$ cat config.mk
export PLATFORM = sky130hd
export DESIGN_NAME = if_id_frontend
export DESIGN_NICKNAME = d
export VERILOG_FILES = /design/src/rtl/if_id_frontend.sv
export SDC_FILE = /design/constraint.sdc
export NUM_CORES = 1
export LEC_CHECK = 0
export CAP_MARGIN = 20
export CORE_MARGIN = 2
export CORE_UTILIZATION = 24
export CTS_BUF_LIST = sky130_fd_sc_hd__clkbuf_4
export DETAILED_ROUTE_END_ITERATION = 12
export SETUP_SLACK_MARGIN = 0.4
export SYNTH_ARGS = -nofsm -noshare
export SYNTH_HDL_FRONTEND = slang
export SYNTH_SLANG_ARGS = --single-unit
$ cat constraint.sdc
create_clock -name clk -period 2.45 [get_ports clk]
set_clock_uncertainty 0.15 [all_clocks]
set_input_delay 0.49 -clock clk [delete_from_list [all_inputs] [get_ports clk]]
set_output_delay 0.49 -clock clk [all_outputs]
set_load 0.02 [all_outputs]
$ cat src/rtl/if_id_frontend.sv
// Fetch front end: PC register, IF/ID register and ID/EX control register.
// Applies hazard-unit hold/bubble and branch/jump redirects, with saturating debug counters.
module if_id_frontend #(
    parameter logic [31:0] RESET_PC = 32'h0000_3000,
    parameter int          CTRL_W   = 10,
    parameter int          CNT_W    = 16
) (
    input  logic              clk,
    input  logic              rst,
    input  logic              pc_ifwrite,
    input  logic              stall,
    input  logic              branch_taken_ex,
    input  logic [31:0]       branch_target_ex,
    input  logic              jump_id,
    input  logic [31:0]       jump_target_id,
    input  logic [31:0]       imem_rdata,
    input  logic [CTRL_W-1:0] ctrl_id,
    output logic [31:0]       imem_addr,
    output logic [31:0]       pc,
    output logic [31:0]       ifid_instr,
    output logic [31:0]       ifid_pc_plus4,
    output logic              ifid_valid,
    output logic [CTRL_W-1:0] idex_ctrl,
    output logic              idex_valid,
    output logic [CNT_W-1:0]  stall_cnt,
    output logic [CNT_W-1:0]  flush_cnt
);

    logic [31:0] pc_plus4;
    logic        jump_accepted;
    logic        bubble;

    assign pc_plus4      = pc + 32'd4;
    assign imem_addr     = pc;
    // A jump only counts while fetch is allowed to move; otherwise it is re-presented later.
    assign jump_accepted = jump_id && pc_ifwrite && !branch_taken_ex;
    assign bubble        = branch_taken_ex || stall;

    // NOTE: all state uses non-blocking assignments so every register samples pre-edge values.
    always_ff @(posedge clk) begin
        if (rst) begin
            pc            <= RESET_PC;
            ifid_instr    <= '0;
            ifid_pc_plus4 <= '0;
            ifid_valid    <= 1'b0;
            idex_ctrl     <= '0;
            idex_valid    <= 1'b0;
            stall_cnt     <= '0;
            flush_cnt     <= '0;
        end else begin
            if (branch_taken_ex) begin
                pc            <= branch_target_ex;
                ifid_instr    <= '0;
                ifid_pc_plus4 <= '0;
                ifid_valid    <= 1'b0;
            end else if (pc_ifwrite) begin
                if (jump_id) begin
                    pc            <= jump_target_id;
                    ifid_instr    <= '0;
                    ifid_pc_plus4 <= '0;
                    ifid_valid    <= 1'b0;
                end else begin
                    pc            <= pc_plus4;
                    ifid_instr    <= imem_rdata;
                    ifid_pc_plus4 <= pc_plus4;
                    ifid_valid    <= 1'b1;
                end
            end

            if (bubble) begin
                idex_ctrl  <= '0;
                idex_valid <= 1'b0;
            end else begin
                idex_ctrl  <= ifid_valid ? ctrl_id : '0;
                idex_valid <= ifid_valid;
            end

            if (stall && !branch_taken_ex && (stall_cnt != '1))
                stall_cnt <= stall_cnt + 1'b1;
            if ((branch_taken_ex || jump_accepted) && (flush_cnt != '1))
                flush_cnt <= flush_cnt + 1'b1;
        end
    end

endmodule
==> results.md <==
* Pre-antenna DRT Iters at 4
* Post-route cell area at about 9900 um2
* Synthesized area at 6430 um2
* Iter 0 DRT Violations at between 300 and 400
* Hold-fix buffer count after cts at 0
* Most common cell after layout, fill and taps aside: dlygate4sd2_1
* Maxcap violations at 0
* DRC at 0
* GR Util All Layers at 0.1659
* Nets at roughly 1100
* Fmax at 497.7 MHz
* Slew margin rel. at 0.6281
* Number of global-route vias before repair at 6289
* TNS Setup at 0 ns
* Core ar. at ~26000 um2
* CP endpoint kind: flip-flop
* Layout cells sized above 1 at 0.1922
* GRT overflow at 0
* Placer congestion estimate at 0.7883
* I/O Buffers at ~280
* WS Path Type: flip-flop to flip-flop
* Final ANT Viol Nets at 0
* TritonCTS clock tree: yes
* Initial core utilization at 0.2454
* Commonest non-fill, non-tap cells in the layout: 115 x dlygate4sd2_1, 109 x clkdlybuf4s50_1, 98 x dfxtp_1
* Clk sinks at 140
* Fin crit share at 0.8201
* Main area contributors after synthesis: dfxtp_1 44%, xnor2_1 5.0%, a22o_1 4.9%, nor2_1 4.9%, buf_4 3.9%
* Synth top area share at 0.4359
* CP Data Required Time at ~2.7 ns
* Fill cells at between 2000 and 3000
* Area post-placement at just under 10000 um2
* Unrepaired setup endpoints after global routing: true
* Finished Core Util at 0.3789
* # H-tree levels at 4
* Distinct cells, synth at 58
* Seq. cell area at 2868 um2
* Vias at roughly 6400
* # rows at 59
* Max-slew violations at 0
* Leak at between 4 and 5 nW
* Die Ht at between 150 and 200 um
* Peak VDD IR at around 290 uV
* Min Tclk post-route at 2.009 ns
* Cell at the slowest stage of the critical path: dfxtp_4
* Final hold vios at 0
* Yosys warns at 0
* Drt via density at roughly 4.7
* Multi-input gate area at 3237 um2
* WP data arrival at 2.28 ns
* Syn Area/Cell at just under 9 um2
* Crit-path cells: buf_6 > and4_4 > nand2_4 > or3_4 > mux2_4 > a211o_1
* Worst-skew pair later-pin latency at 0.52 ns
* Slowest stage delay, CP at 0.38 ns
* First-pass GRT wire length at ~37 mm
* Ys async rst share at 0
* Hpwl dp at about 18 mm
* Area leader, netlist: dfxtp_1
* CP max FO at 7
* Wire per inst at ~17 um
* Total CTS buffers at 17
* Die ar. at 28120 um2
* Die extent in x at 167.7 um
* Syn nets at about 850
* FF+latch count, synth at 140
* Worst setup SP type: flip-flop
* I/O pin count at 284
* Type of the worst min-delay path: flip-flop to flip-flop
* Final setup vio count at 0
* Status: complete, no violations
* EDFF count, synth at 0
* Clk slew on worst S/H paths at around 0.14 ns
* Cell Pwr Density at a little over 500 nW/um2
* Post-synthesis sequential area ratio at 0.4359
* Bufs on Longest Clock Path at 2
* Worst Tran Pin Value at around 0.55 ns
* Area grow syn2layout at 54.43%
* Total wire length at ~24 mm
* Clock root buffer: clkbuf_4
* Synth Flop Type: dfxtp_1
* Syn Inst Count at about 740
* Largest net degree at the start of global routing at 67
* Initial antenna violation count at 4
==> critical path: cells and delay by family, from the launching register on <==
kind	cells	cell delay, ns
AND/OR/NAND/NOR	3	0.69
buffers and inverters	1	0.11
multiplexers	1	0.30
flip-flops	1	0.38
AO/OA/AOI/OAI	1	0.28
==> routing by layer <==
| layer | up-vias | track usage | routed length, um |
|---|---|---|---|
| li1 | 3159 | - | - |
| met1 | 3008 | 0.1999 | 10170 |
| met4 | 2 | 0.03440 | 267 |
| met2 | 213 | 0.2859 | 11490 |
| met5 | - | 0 | 16 |
| met3 | 19 | 0.05814 | 1707 |
==> final cells by class <==
class | instances | area share
Sequential cell | 140 | 0.2888
Multi-Input combinational cell | 506 | 0.3260
Antenna cell | 3 | 0.0007560
Clock inverter | 14 | 0.02130
Clock buffer | 18 | 0.01361
Tap cell | 335 | 0.04221
Inverter | 13 | 0.004914
Timing Repair Buffer | 334 | 0.3024
==> report_power, final <==
part	internal [mW]	switching [mW]	leakage [nW]
Sequential	2.34	0.0758	1.16
Combinational	0.406	0.429	2.89
Clock	0.850	0.965	0.181
Total	3.60	1.47	4.22
==> path summary, 6_finish.rpt <==
check / startpoint / end / slack, ns / cells past startpoint
worst max-delay path: imem_addr[3] / imem_addr[13] / 0.44 / 6
worst min-delay path: ifid_pc_plus4[25] / ifid_pc_plus4[25] / 0.30 / 2
worst max register to register: imem_addr[3] / imem_addr[13] / 0.44 / 6
worst min register to register: ifid_pc_plus4[25] / ifid_pc_plus4[25] / 0.30 / 2
==> registers in the layout, summed over array words and instances (netlist names) <==
| name | cells |
|---|---|
| imem_addr | 32 |
| ifid_instr | 32 |
| ifid_pc_plus4 | 32 |
| idex_ctrl | 10 |
| flush_cnt | 16 |
| stall_cnt | 16 |
| ifid_valid | 1 |
| idex_valid | 1 |
==> metrics by stage <==
step	std cells	hold WS [ns]	setup WS, ns	total power, mW
3_5_place_dp	1320	0.2847	0.05359	3.368
6_report	1363	0.2981	0.4409	5.071
3_3_place_gp	1320	0.2811	0.04732	3.362
5_1_grt	1360	0.2332	0.3668	5.327
4_1_cts	1356	0.2468	0.3718	5.162
2_1_floorplan	737	0.3706	0.4134	2.886
==> kinds of logic (layout without fill, tap and decap cells) <==
family                     Yosys count  count (layout)  share of synthesized area
adders and majority gates            3               3                   0.005838
xor gates and xnor gates            43              43                    0.05857
DFF                                140             140                     0.4359
other                                0               3                          0
and+or+nand+nor                    270             271                     0.2189
buffers and inverters               92             379                    0.07531
muxes                               12              12                    0.01985
AOI/OAI and AO/OA                  177             177                     0.1856
==> synthesized netlist by cell type, drive strengths merged, types with 2 or more instances <==
| master | number |
|---|---|
| a2111oi | 2 |
| a211oi | 12 |
| a21o | 2 |
| a21oi | 39 |
| a221oi | 3 |
| a22o | 36 |
| a22oi | 18 |
| a31oi | 2 |
| and2 | 12 |
| and3 | 8 |
| and4 | 6 |
| buf | 44 |
| clkbuf | 35 |
| dfxtp | 140 |
| ha | 3 |
| inv | 13 |
| mux2 | 3 |
| mux2i | 9 |
| nand2 | 55 |
| nand2b | 6 |
| nand3 | 22 |
| nand4 | 13 |
| nor2 | 84 |
| nor2b | 9 |
| nor3 | 18 |
| nor3b | 7 |
| nor4 | 17 |
| nor4b | 3 |
| o21ai | 38 |
| o221ai | 2 |
| o22ai | 8 |
| o31a | 7 |
| o31ai | 4 |
| or2 | 4 |
| or3 | 4 |
| or4 | 2 |
| xnor2 | 37 |
| xor2 | 6 |
==> what timing repair did <==
| action | in CTS | in global routing |
|---|---|---|
| pin swaps | 3 | 3 |
| setup endpoints to repair | 192 | 87 |
| setup buffers | 4 | 3 |
| cloned | 0 | 1 |
| gates resized for setup | 247 | 87 |
(Power assumes the default switching activity.)
